===== src/rtl/sdes_pkg.sv =====
// Shared types, permutations and S-box tables for the S-DES core.
// Bit numbering: vector MSB corresponds to S-DES bit 1.
package sdes_pkg;

  typedef enum logic [2:0] {
    ST_IDLE,
    ST_KEYGEN,
    ST_RND1,
    ST_RND2,
    ST_DONE
  } sdes_state_t;

  // Indexed by {row, col}, row = bits 1,4 and col = bits 2,3 of the nibble.
  localparam logic [1:0] S0_LUT [16] = '{
    2'd1, 2'd0, 2'd3, 2'd2,
    2'd3, 2'd2, 2'd1, 2'd0,
    2'd0, 2'd2, 2'd1, 2'd3,
    2'd3, 2'd1, 2'd3, 2'd2
  };

  localparam logic [1:0] S1_LUT [16] = '{
    2'd0, 2'd1, 2'd2, 2'd3,
    2'd2, 2'd0, 2'd1, 2'd3,
    2'd3, 2'd0, 2'd1, 2'd0,
    2'd2, 2'd1, 2'd0, 2'd3
  };

  function automatic logic [9:0] p10(input logic [9:0] k);
    return {k[7], k[5], k[8], k[3], k[6], k[0], k[9], k[1], k[2], k[4]};
  endfunction

  function automatic logic [7:0] p8(input logic [9:0] k);
    return {k[4], k[7], k[3], k[6], k[2], k[5], k[0], k[1]};
  endfunction

  function automatic logic [4:0] ls(input logic [4:0] h, input logic [2:0] n);
    return (h << n) | (h >> (3'd5 - n));
  endfunction

  function automatic logic [7:0] ip(input logic [7:0] d);
    return {d[6], d[2], d[5], d[7], d[4], d[0], d[3], d[1]};
  endfunction

  function automatic logic [7:0] ip_inv(input logic [7:0] d);
    return {d[4], d[7], d[5], d[3], d[1], d[6], d[0], d[2]};
  endfunction

  function automatic logic [7:0] ep(input logic [3:0] r);
    return {r[0], r[3], r[2], r[1], r[2], r[1], r[0], r[3]};
  endfunction

  function automatic logic [3:0] p4(input logic [3:0] s);
    return {s[2], s[0], s[1], s[3]};
  endfunction

  function automatic logic [3:0] sbox_addr(input logic [3:0] n);
    return {n[3], n[0], n[2], n[1]};
  endfunction

endpackage


===== src/rtl/sdes_fk.sv =====
// Combinational S-DES round function fk: L' = L xor F(R, SK), R passes through.
module sdes_fk
  import sdes_pkg::*;
(
  input  logic [3:0] l,
  input  logic [3:0] r,
  input  logic [7:0] sk,
  output logic [3:0] l_out,
  output logic [3:0] r_out
);

  logic [7:0] mixed;
  logic [1:0] s0_val;
  logic [1:0] s1_val;

  assign mixed  = ep(r) ^ sk;
  assign s0_val = S0_LUT[sbox_addr(mixed[7:4])];
  assign s1_val = S1_LUT[sbox_addr(mixed[3:0])];
  assign l_out  = l ^ p4({s0_val, s1_val});
  assign r_out  = r;

endmodule


===== src/rtl/sdes_decrypt_core.sv =====
// Iterative S-DES engine, one stage per clock, valid/ready on both sides.
// ENCRYPT swaps the subkey order so the same core can run the forward cipher.
module sdes_decrypt_core
  import sdes_pkg::*;
#(
  parameter bit ENCRYPT = 1'b0
) (
  input  logic       clk,
  input  logic       rst,
  input  logic       in_valid,
  output logic       in_ready,
  input  logic [7:0] ciphertext,
  input  logic [9:0] key,
  output logic       out_valid,
  input  logic       out_ready,
  output logic [7:0] plaintext,
  output logic       busy
);

  sdes_state_t state_reg, state_next;

  logic [9:0] key_reg;
  logic [7:0] k1_reg, k2_reg;
  logic [7:0] data_reg;
  logic [7:0] plaintext_reg;

  logic [9:0] p10_key;
  logic [4:0] ls1_l, ls1_r;
  logic [7:0] k1_next, k2_next;
  logic [7:0] round_sk;
  logic [3:0] fk_l, fk_r;

  // Subkey schedule computed from the latched key only.
  assign p10_key = p10(key_reg);
  assign ls1_l   = ls(p10_key[9:5], 3'd1);
  assign ls1_r   = ls(p10_key[4:0], 3'd1);
  assign k1_next = p8({ls1_l, ls1_r});
  assign k2_next = p8({ls(ls1_l, 3'd2), ls(ls1_r, 3'd2)});

  // One fk instance shared by both rounds; only the subkey changes.
  assign round_sk = (state_reg == ST_RND1) ? (ENCRYPT ? k1_reg : k2_reg)
                                           : (ENCRYPT ? k2_reg : k1_reg);

  sdes_fk u_fk (
    .l     (data_reg[7:4]),
    .r     (data_reg[3:0]),
    .sk    (round_sk),
    .l_out (fk_l),
    .r_out (fk_r)
  );

  always_ff @(posedge clk or posedge rst) begin
    if (rst) begin
      state_reg <= ST_IDLE;
    end else begin
      state_reg <= state_next;
    end
  end

  always_comb begin
    state_next = state_reg;
    case (state_reg)
      ST_IDLE:   if (in_valid) state_next = ST_KEYGEN;
      ST_KEYGEN: state_next = ST_RND1;
      ST_RND1:   state_next = ST_RND2;
      ST_RND2:   state_next = ST_DONE;
      ST_DONE:   if (out_ready) state_next = ST_IDLE;
      default:   state_next = ST_IDLE;
    endcase
  end

  always_comb begin
    in_ready  = (state_reg == ST_IDLE);
    out_valid = (state_reg == ST_DONE);
    busy      = (state_reg != ST_IDLE);
  end

  always_ff @(posedge clk or posedge rst) begin
    if (rst) begin
      key_reg       <= '0;
      k1_reg        <= '0;
      k2_reg        <= '0;
      data_reg      <= '0;
      plaintext_reg <= '0;
    end else begin
      case (state_reg)
        ST_IDLE: begin
          if (in_valid) begin
            key_reg  <= key;
            data_reg <= ip(ciphertext);
          end
        end
        ST_KEYGEN: begin
          k1_reg <= k1_next;
          k2_reg <= k2_next;
        end
        // Halves are swapped here so round two sees {R', L'}.
        ST_RND1: data_reg      <= {fk_r, fk_l};
        ST_RND2: plaintext_reg <= ip_inv({fk_l, fk_r});
        default: ;
      endcase
    end
  end

  assign plaintext = plaintext_reg;

endmodule

===== config.mk =====
export PLATFORM = sky130hd
export DESIGN_NAME = sdes_decrypt_core
export DESIGN_NICKNAME = d
export VERILOG_FILES = /design/src/rtl/sdes_pkg.sv /design/src/rtl/sdes_fk.sv /design/src/rtl/sdes_decrypt_core.sv
export SDC_FILE = /design/constraint.sdc
export NUM_CORES = 1
export LEC_CHECK = 0
export ABC_CLOCK_PERIOD_IN_PS = 3310
export CORE_MARGIN = 8
export CORE_UTILIZATION = 52
export CTS_CLUSTER_DIAMETER = 150
export DETAILED_ROUTE_END_ITERATION = 7
export PLACE_DENSITY_LB_ADDON = 0.08
export SETUP_SLACK_MARGIN = 0.5
export SKIP_CTS_REPAIR_TIMING = 1
export SLEW_MARGIN = 20
export SYNTH_ARGS = -nofsm -noshare
export SYNTH_HDL_FRONTEND = slang
export SYNTH_HIERARCHICAL = 1
export SYNTH_SLANG_ARGS = --single-unit

===== constraint.sdc =====
create_clock -name clk -period 3.31 [get_ports clk]
set_input_delay 0.662 -clock clk [delete_from_list [all_inputs] [get_ports clk]]
set_output_delay 0.662 -clock clk [all_outputs]
set_load 0.01 [all_outputs]

Word-level counts from Yosys, hierarchy flattened
Memories as Yosys holds them, arrays and structs flattened.
Index checks and enable logic that the tools add are counted.
{ "word_totals": {"reg_bits": 45, "romBits": 64, "in_bits": 22, "out_inout_bits": 11, "wordCells": 40, "mem_count": 2} }
{ "op_classes": {"n_lt_le_gt_ge": 2, "eq_ne": 6, "muxes": 10, "n_bitwise": 8, "n_reduce_logical": 6} }
{ "memory_table": {"columns": ["memory", "words", "word_bits", "rd", "rd_ports_with_merged_regs", "write_ports", "line", "rtl"], "rows": [
  ["(no name shown)", 16, 2, 1, 0, 0, "sdes_fk.sv:17", "assign s0_val = S0_LUT[sbox_addr(mixed[7:4])];"],
  ["(no name shown)", 16, 2, 1, 0, 0, "sdes_fk.sv:18", "assign s1_val = S1_LUT[sbox_addr(mixed[3:0])];"]
]} }
{ "ops": {"columns": ["op", "count"], "rows": [
  ["8-bit 2-to-1 mux", 2],
  ["8-bit one-hot mux with 2 select lines", 1],
  ["3-bit one-hot mux with 5 select lines", 1],
  ["5-bit greater-or-equal comparator, second input constant", 2],
  ["4-bit inverter with 5-bit output", 2],
  ["5-bit by 1-bit bitwise OR with 5-bit output", 2],
  ["2-bit 2-to-1 mux", 4],
  ["8-bit XOR", 1],
  ["3-bit by 2-bit equality test with 1-bit output, second input constant", 2],
  ["3-bit 2-to-1 mux", 2],
  ["2-bit AND reduction", 3],
  ["5-bit by 2-bit bitwise OR with 5-bit output", 1],
  ["4-bit XOR", 1],
  ["3-bit by 1-bit equality test with 1-bit output, second input constant", 1],
  ["3-bit equality test, second input constant", 1],
  ["3-bit zero test", 1],
  ["3-bit by 2-bit bitwise OR with 3-bit output", 1],
  ["3-bit nonzero test", 1],
  ["2-bit by 1-bit != test with 1-bit output, second input constant", 1],
  ["2-bit != test, second input constant", 1],
  ["2-bit nonzero test", 1]
]} }

Longest topological paths before layout
Gate-level depths: netlist of the first run.
{ "depth": {"word_depth": 9, "ltp_mapped": 12, "ltp_nobuf": 10} }

Modules after synthesis
Netlist of the first run, hierarchy kept.
{ "modules_own_cells": {"columns": ["module", "n_inst", "cells_per_inst", "area_per_inst_um2", "seq_area_each_um2"], "rows": [
  ["sdes_decrypt_core", 1, 109, 1651.6, 975.9],
  ["sdes_fk", 1, 33, 266.5, 0.0]
]} }

Worst setup path before layout of the first run
No wires, ideal clock.
{ "synth_timing": {"kind": "register -> register", "start": "reg state_reg[0]", "end": "reg data_reg[1]", "setup_time_ps": 118, "t_arrival_ps": 2566, "t_required_ps": 3192, "setup_slack_ps": 625, "stages_incl_launch_ff": 13, "n_path_buf": 2, "path_cell_list": "dfrtp_1 > clkbuf_2 > nor3b_4 > buf_4 > mux2_2 > xnor2_1 > ha_1 > and2_1 > o21ai_1 > o21ai_1 > xor2_1 > a22o_2 > a21o_1"} }
{ "synth_via": {"elab_chain_cells": 9, "elab_cells_between_ends": 13} }
{ "synth_lines": {"columns": ["item", "line", "rtl"], "rows": [
  ["start: declaration", "sdes_decrypt_core.sv:20", "sdes_state_t state_reg, state_next;"],
  ["start signal: assignment", "sdes_decrypt_core.sv:56", "state_reg <= state_next;"],
  ["3-bit by 2-bit equality test with 1-bit output", "sdes_decrypt_core.sv:41", "assign round_sk = (state_reg == ST_RND1) ? (ENCRYPT ? k1_reg : k2_reg)"],
  ["8-bit 2-to-1 mux", "sdes_decrypt_core.sv:41", null],
  ["net round_sk[1]", "sdes_decrypt_core.sv:30", "logic [7:0] round_sk;"],
  ["8-bit XOR", "sdes_fk.sv:16", "assign mixed = ep(r) ^ sk;"],
  ["4-bit inverter with 5-bit output (implied by the code)", "sdes_fk.sv:18", null],
  ["memory 16 x 2 bit", null, null],
  ["2-bit 2-to-1 mux (implied by the code) (2 in series)", "sdes_fk.sv:18", null],
  ["4-bit XOR", "sdes_fk.sv:19", "assign l_out = l ^ p4({s0_val, s1_val});"],
  ["net fk_l[1]", "sdes_decrypt_core.sv:31", "logic [3:0] fk_l, fk_r;"],
  ["8-bit one-hot mux with 2 select lines", "sdes_decrypt_core.sv:86", "case (state_reg)"],
  ["end signal: assignment", "sdes_decrypt_core.sv:90", "data_reg <= ip(ciphertext);"],
  ["end signal: assignment", "sdes_decrypt_core.sv:98", "ST_RND1: data_reg <= {fk_r, fk_l};"],
  ["end: declaration", "sdes_decrypt_core.sv:24", "logic [7:0] data_reg;"]
]} }
The timed path passes the listed nets, and every way through them passes these cells. The select of a mux whose other input is x is not followed.
A chain may end at the register's enable or synchronous reset.

Worst setup path after layout of the first run
{ "layout_timing": {"start": "reg state_reg[2]", "end": "reg data_reg[1]"} }
Same word-level chain as after synthesis.

==> reports/qor.json, run 1 <==
{
  "finish": {
    "diodes": 0,
    "layout.core_utilization_pct": 66.13,
    "layout-area-overhead-vs-synth_pct": 24.33,
    "max_reg_flops": 10,
    "finish.net_count": 202,
    "layout-drive-gt1-share_pct": 35.75
  },
  "worst_setup_path": {
    "endpoint_kind": "flip-flop",
    "cp_data_required_time_ns": 3.50,
    "worst_r2r_startpoint": "state_reg[2]",
    "critical_path.max_fanout": 9,
    "criticalPathCategory": "flip-flop to flip-flop",
    "worstSetupStartpoint": "state_reg[2]",
    "slowest_delay_ns": 0.47,
    "critical-path-top-cell-by-count": "sky130_fd_sc_hd__o21ai_1",
    "r2r_slack_ns": 0.70,
    "worst-endpoint-arrival_ns": 2.80,
    "timing.critical_path.from_type": "flip-flop",
    "reg2reg_to": "data_reg[1]",
    "cp_cell_sequence": "nor3b_4 -> buf_12 -> mux2_2 -> xnor2_1 -> ha_1 -> and2_1 -> o21ai_1 -> o21ai_1 -> xor2_1 -> a22o_2 -> a21o_1",
    "rr_worst_depth": 11,
    "crit_slowest_cell": "sky130_fd_sc_hd__dfrtp_1"
  },
  "logic_synthesis": {
    "post_synth_num_cell_types": 32,
    "postSynthCellCount": 142,
    "synth_area_leader_cell": "sky130_fd_sc_hd__dfrtp_1",
    "synthMostInstantiatedCell": "sky130_fd_sc_hd__dfrtp_1",
    "ys_seq_area_share_pct": 50.88,
    "post_synth_most_frequent_cells": "sky130_fd_sc_hd__dfrtp_1, sky130_fd_sc_hd__mux2_2, sky130_fd_sc_hd__xnor2_1",
    "synth-edff-count": 0,
    "synth_top_area_share_pct": 50.88,
    "synth_area_sq_mm": 0.001918,
    "yosysWarnings": 6,
    "ys.flop_type": "sky130_fd_sc_hd__dfrtp_1",
    "synth.net_count": 165,
    "synth_area_leaders": "sky130_fd_sc_hd__dfrtp_1, sky130_fd_sc_hd__mux2_2, sky130_fd_sc_hd__xnor2_1, sky130_fd_sc_hd__a22o_2, sky130_fd_sc_hd__a21o_1",
    "postSynthAreaPerCell_sq_um": 13.51,
    "synth_async_sr_flop_share_pct": 100.0,
    "synth.ff_latch_count": 39
  },
  "drt": {
    "drt-initial-drc-count": 43,
    "ant_nets": 0,
    "routedWlPerCell_um": 15.74,
    "firstDrtPassIters": 4,
    "via_per_inst": 5.317,
    "drcViolationCount": 0,
    "num_vias": 1207,
    "finalWirelength_mm": 3.574
  },
  "timing": {
    "slew_headroom_pct": 41.85,
    "period_share_pct": 78.90,
    "final-max-slew-violation-count": 0,
    "maxClockFrequency_ghz": 0.3829,
    "skew_ns": 0.007449,
    "worst_slew_pin_slew_ns": 0.8713,
    "setup_slack_ns": 0.6986,
    "rsz0062_at_grt": "false",
    "report.final.setup_viol": 0,
    "count_of_final_hold_check_violations": 0,
    "fin_hold_ws_ns": 0.5043,
    "setup_tns_ns": 0,
    "min_period_ns": 2.611
  },
  "clock_network": {
    "clockBufferDepth": 2,
    "tritoncts": "yes",
    "cts_root_buffer": "sky130_fd_sc_hd__clkbuf_8",
    "cts_inserted_buffers": 5,
    "worst_skew_pair_later_pin_latency_ns": 0.29,
    "ctsHtreeMaxLevel": 2,
    "clk_pin_slew_worst_paths_ns": 0.07,
    "clock-sinks": 39
  },
  "floorplanning": {
    "die-width_um": 76.74,
    "die-height_um": 76.74,
    "rows": 22,
    "placeableCoreArea_sq_mm": 0.003606,
    "top_level_ports": 33,
    "die_area_sq_mm": 0.005888,
    "initial_core_util_pct": 53.19
  },
  "global_routing": {
    "grt_max_degree": 25,
    "grt_overflow": 0,
    "grt_first_pass_wirelength_mm": 6.348,
    "grt_antenna_before_repair": 0,
    "grt_pass1_vias": 1343,
    "grtUsageTotal_pct": 13.43
  },
  "placed_design": {
    "io_buffers": 32,
    "detailed_place_hpwl_mm": 2.686,
    "rd_place_congestion": 0.7789,
    "placement.setup.worst_slack_ns": 0.5942
  },
  "job": {
    "drv_cap": 0
  },
  "min_path": {
    "worstHoldPathType": "flip-flop to flip-flop",
    "hold-path-cell-count": 1,
    "min-delay-start": "data_reg[7]",
    "min_delay_worst_endpoint": "data_reg[7]"
  },
  "status": {
    "status": "completed"
  },
  "power": {
    "vdd_drop_max_uv": 487.3,
    "leakagePower_uw": 0.001056,
    "p_per_area_mw_per_mm2": 1214
  }
}
## worst max-delay path by stage
stage / cells past startpoint / slack [ns] / end
floorplan: 12 / 0.63 / data_reg[1]
CTS: 10 / 0.57 / data_reg[1]
global placement: 10 / 0.68 / data_reg[1]
detailed placement: 10 / 0.59 / data_reg[1]
global route: 11 / 0.53 / data_reg[1]
finish: 11 / 0.70 / data_reg[1]
## placed cells by master, fill, tap and decap left out, types with 2 or more instances in the layout
master	count
sky130_fd_sc_hd__dfrtp_1	39
sky130_fd_sc_hd__mux2_2	36
sky130_fd_sc_hd__clkdlybuf4s50_1	32
sky130_fd_sc_hd__xnor2_1	9
sky130_fd_sc_hd__a21o_1	8
sky130_fd_sc_hd__a22o_2	6
sky130_fd_sc_hd__clkbuf_8	6
sky130_fd_sc_hd__buf_4	5
sky130_fd_sc_hd__nor2_1	4
sky130_fd_sc_hd__inv_1	4
sky130_fd_sc_hd__xor2_1	4
sky130_fd_sc_hd__nand2_1	3
sky130_fd_sc_hd__a22o_1	2
sky130_fd_sc_hd__o21ai_1	2
## per-stage QoR
stage	std cells	power, uW	instance area (sq um)
2_1_floorplan	142	2200	1918
3_3_place_gp	219	2504	2277
3_5_place_dp	219	2579	2277
4_1_cts	226	2909	2365
5_1_grt	227	3130	2385
6_report	227	2895	2385
## worst max-delay path, delay by kind of cell (launching register included)
| kind | cells | cell delay (ns) |
|---|---|---|
| DFF | 1 | 0.47 |
| and+or+nand+nor | 2 | 0.39 |
| buffers and inverters | 1 | 0.15 |
| adders and majority gates | 1 | 0.22 |
| AOI/OAI and AO/OA | 4 | 0.59 |
| xor gates and xnor gates | 2 | 0.34 |
| muxes | 1 | 0.34 |
## cells by family after synthesis
logic type	count (synthesis)	synth area share, %
simple gates	16	6.328
buf+inv	12	3.848
flops	39	50.88
fa+ha+maj	1	0.6522
xor+xnor	14	6.784
mux	37	21.66
compound gates	23	9.850
## layout make-up
class | instances | area [sq um]
Timing Repair Buffer | 38 | 377.9
Tap cell | 48 | 60.06
Clock buffer | 6 | 82.58
Sequential cell | 39 | 975.9
Clock inverter | 1 | 5.005
Fill cell | 288 | 1221
Multi-Input combinational cell | 91 | 868.3
Inverter | 4 | 15.01
## metal layers
metal | global-route usage [%] | share of wire [%] | up-vias
met3 | 4.779 | 5.3 | 7
met1 | 14.73 | 43 | 601
met2 | 22.60 | 50 | 29
li1 | - | - | 570
met4 | 6.346 | 1.7 | 0
met5 | 0 | 0 | -
## report_power, final
group / total [uW] / internal, uW / switching (uW)
clock network: 318 / 163 / 154
registers: 922 / 727 / 195
logic: 1650 / 933 / 722
(Power assumes the default switching activity.)
==> run 2: changes to the inputs <==
ABC_CLOCK_PERIOD_IN_PS = 2700   (was 3310)
clock period = 2.7 ns   (was 3.31 ns; I/O delays follow)
==> run 2 against run 1 <==
- final area rose by 7.9%
- critical path depth stayed put
- total power is 43% higher
- highest routed layer unchanged
==> reports/qor.json, run 2 (synthesized netlist as in run 1, its figures left out) <==
{
  "placed_design": {
    "rd_place_congestion": {"value": 0.7515, "change": "was 0.7789"},
    "io_buffers": {"value": 32, "change": "unchanged"},
    "detailed_place_hpwl": {"value": 2.719, "unit": "mm", "change": "was 2.686 mm"},
    "placement.cell_area": {"value": 0.002362, "unit": "sq mm", "change": "was 0.002277 sq mm"},
    "place.detailed.instances": {"value": 221, "change": "was 219"}
  },
  "drt": {
    "finalWirelength": {"value": 4.026, "unit": "mm", "change": "was 3.574 mm"},
    "drcViolationCount": {"value": 0, "change": "unchanged"},
    "routedWlPerCell": {"value": 16.99, "unit": "um", "change": "was 15.74 um"},
    "via_per_inst": {"value": 5.278, "change": "was 5.317"},
    "ant_nets": {"value": 0, "change": "unchanged"},
    "firstDrtPassIters": {"value": 5, "change": "was 4"},
    "drt-initial-drc-count": {"value": 62, "change": "was 43"},
    "num_vias": {"value": 1251, "change": "was 1,207"}
  },
  "clock_network": {
    "tritoncts": {"value": "yes", "change": "unchanged"},
    "cts_inserted_buffers": {"value": 5, "change": "unchanged"},
    "clock-sinks": {"value": 39, "change": "unchanged"},
    "ctsHtreeMaxLevel": {"value": 2, "change": "unchanged"},
    "clockBufferDepth": {"value": 2, "change": "unchanged"},
    "clk_pin_slew_worst_paths": {"value": 0.07, "unit": "ns", "change": "about the same"},
    "cts_root_buffer": {"value": "sky130_fd_sc_hd__clkbuf_8", "change": "unchanged"},
    "worst_skew_pair_later_pin_latency": {"value": 0.29, "unit": "ns", "change": "about the same"}
  },
  "worst_setup_path": {
    "timing.critical_path.from_type": {"value": "flip-flop", "change": "unchanged"},
    "worst_r2r_startpoint": {"value": "state_reg[2]", "change": "unchanged"},
    "criticalPathCategory": {"value": "flip-flop to flip-flop", "change": "unchanged"},
    "endpoint_kind": {"value": "flip-flop", "change": "unchanged"},
    "slowest_delay": {"value": 0.44, "unit": "ns", "change": "was 0.47 ns"},
    "critical_path.max_fanout": {"value": 6, "change": "was 9"},
    "critPathTopFamily": {"value": "compound AO/OA/AOI/OAI gates", "change": "unchanged"},
    "critical-path-top-cell-by-count": {"value": "sky130_fd_sc_hd__o21ai_2", "change": "was sky130_fd_sc_hd__o21ai_1"},
    "crit_slowest_cell": {"value": "sky130_fd_sc_hd__dfrtp_2", "change": "was sky130_fd_sc_hd__dfrtp_1"},
    "cp_cell_sequence": {"value": "nor3b_4 -> buf_6 -> mux2_4 -> xnor2_2 -> ha_2 -> and2_4 -> o21ai_2 -> o21ai_2 -> xor2_1 -> a22o_2 -> a21o_1", "change": "was nor3b_4 -> buf_12 -> mux2_2 -> xnor2_1 -> ha_1 -> and2_1 -> o21ai_1 -> o21ai_1 -> xor2_1 -> a22o_2 -> a21o_1"},
    "cp_data_required_time": {"value": 2.89, "unit": "ns", "change": "was 3.50 ns"},
    "crit_buf_inv": {"value": 1, "change": "unchanged"},
    "worstSetupStartpoint": {"value": "state_reg[2]", "change": "unchanged"},
    "worst-endpoint-arrival": {"value": 2.71, "unit": "ns", "change": "was 2.80 ns"}
  },
  "global_routing": {
    "grt_pass1_vias": {"value": 1341, "change": "was 1,343"},
    "grt_max_degree": {"value": 40, "change": "was 25"},
    "grt_overflow": {"value": 0, "change": "unchanged"},
    "grt_antenna_before_repair": {"value": 0, "change": "unchanged"},
    "grtUsageTotal": {"value": 13.39, "unit": "%", "change": "was 13.43%"},
    "grt_first_pass_wirelength": {"value": 6.403, "unit": "mm", "change": "was 6.348 mm"}
  },
  "finish": {
    "layout_common_cells": {"value": "sky130_fd_sc_hd__dfrtp_1, sky130_fd_sc_hd__mux2_2, sky130_fd_sc_hd__clkdlybuf4s50_1", "change": "unchanged"},
    "diodes": {"value": 0, "change": "unchanged"},
    "layout-area-overhead-vs-synth": {"value": 34.12, "unit": "%", "change": "was 24.33%"},
    "final-seq-area": {"value": 977.2, "unit": "sq um", "change": "was 975.9 sq um"},
    "finish.net_count": {"value": 211, "change": "was 202"},
    "max_reg_flops": {"value": 10, "change": "unchanged"},
    "layout-drive-gt1-share": {"value": 44.97, "unit": "%", "change": "was 35.75%"},
    "stdcell_count": {"value": 237, "change": "was 227"},
    "multi_input_comb_area": {"value": 997.2, "unit": "sq um", "change": "was 868.3 sq um"},
    "final_common_cell": {"value": "sky130_fd_sc_hd__dfrtp_1", "change": "unchanged"},
    "design_area": {"value": 0.002572, "unit": "sq mm", "change": "was 0.002385 sq mm"},
    "fillerInstances": {"value": 258, "change": "was 288"}
  },
  "timing": {
    "fin_hold_ws": {"value": 0.5007, "unit": "ns", "change": "was 0.5043 ns"},
    "skew": {"value": 0.003708, "unit": "ns", "change": "was 0.007449 ns"},
    "rsz0062_at_grt": {"value": "true", "change": "was false"},
    "report.final.setup_viol": {"value": 0, "change": "unchanged"},
    "worst_slew_pin_slew": {"value": 0.4936, "unit": "ns", "change": "was 0.8713 ns"},
    "setup_tns": {"value": 0, "unit": "ns", "change": "unchanged"},
    "slew_headroom": {"value": 67.09, "unit": "%", "change": "was 41.85%"},
    "maxClockFrequency": {"value": 0.3972, "unit": "GHz", "change": "was 0.3829 GHz"},
    "period_share": {"value": 93.25, "unit": "%", "change": "was 78.90%"},
    "final-max-slew-violation-count": {"value": 0, "change": "unchanged"},
    "min_period": {"value": 2.518, "unit": "ns", "change": "was 2.611 ns"},
    "count_of_final_hold_check_violations": {"value": 0, "change": "unchanged"}
  },
  "floorplanning": {
    "placeableCoreArea": {"value": 0.003606, "unit": "sq mm", "change": "unchanged"},
    "die-width": {"value": 76.74, "unit": "um", "change": "unchanged"},
    "die-height": {"value": 76.74, "unit": "um", "change": "unchanged"},
    "die_area": {"value": 0.005888, "unit": "sq mm", "change": "unchanged"},
    "top_level_ports": {"value": 33, "change": "unchanged"},
    "rows": {"value": 22, "change": "unchanged"},
    "initial_core_util": {"value": 53.19, "unit": "%", "change": "unchanged"}
  },
  "job": {
    "drv_cap": {"value": 0, "change": "unchanged"}
  },
  "min_path": {
    "worstHoldPathType": {"value": "flip-flop to flip-flop", "change": "unchanged"},
    "min-delay-start": {"value": "data_reg[7]", "change": "unchanged"}
  },
  "power": {
    "power.total": {"value": 4150, "unit": "uW", "change": "was 2895 uW"},
    "vdd_drop_max": {"value": 772.2, "unit": "uV", "change": "was 487.3 uV"},
    "leakagePower": {"value": 0.001180, "unit": "uW", "change": "was 0.001056 uW"},
    "p_per_area": {"value": 1613, "unit": "mW/mm^2", "change": "was 1214 mW/mm^2"}
  },
  "status": {
    "status": {"value": "completed", "change": "unchanged"}
  }
}
[run 2: cell types whose count changed in the layout (fill, tap and decap cells not counted), moves of 3 or more]
cell,change
sky130_fd_sc_hd__clkdlybuf4s50_1,-3
sky130_fd_sc_hd__xnor2_1,-6
sky130_fd_sc_hd__mux2_2,-4
sky130_fd_sc_hd__dlymetal6s2s_1,+3
sky130_fd_sc_hd__mux2_4,+4
sky130_fd_sc_hd__buf_4,+8
sky130_fd_sc_hd__xnor2_4,+4
[run 2: per-stage QoR]
step           setup slack [ns]  util (%)
2_1_floorplan            0.1054         -
3_3_place_gp             0.2250     65.51
3_5_place_dp             0.1569     65.51
4_1_cts                  0.1394     67.77
5_1_grt                  0.1150     71.34
6_report                 0.1821     71.34
[run 2: area by class of cell]
| type | count | area share (%) |
|---|---|---|
| repair buffers | 47 | 17.17 |
| clock inverters | 1 | 0.1946 |
| inverters | 4 | 0.5837 |
| multi-input cells | 91 | 38.76 |
| clock buffers | 7 | 2.967 |
| flip-flops and latches | 39 | 37.99 |
| well taps | 48 | 2.335 |
[run 2: final timing paths]
path	endpoint	slack [ns]	cells past startpoint
setup / recovery	data_reg[1]	0.18	11
setup reg to reg	data_reg[1]	0.18	11
min in group asynchronous	key_reg[8]	0.66	3
hold / removal	data_reg[7]	0.50	1
max in group asynchronous	state_reg[2]	1.68	3
hold reg to reg	data_reg[7]	0.50	1
[run 2: where the power goes]
group          total, uW  leakage, uW  switching, uW  internal, uW
sequential          1150     0.000469            256           892
clock                376    0.0000422            195           181
combinational       2630     0.000670           1130          1500
total               4150      0.00118           1580          2570
[run 2: worst register-to-register path: cells and delay by family (launching register included)]
kind | cells | cell delay (ns)
and+or+nand+nor | 2 | 0.36
adders and majority gates | 1 | 0.21
muxes | 1 | 0.31
DFF | 1 | 0.44
xor gates and xnor gates | 2 | 0.33
buffers and inverters | 1 | 0.17
AOI/OAI and AO/OA | 4 | 0.58
[run 2: per-layer routing]
layer / global-route usage [%] / wire, um
met1: 14.67 / 1635
met2: 23.02 / 2154
met3: 5.128 / 191
met4: 4.615 / 45
met5: 0 / 0
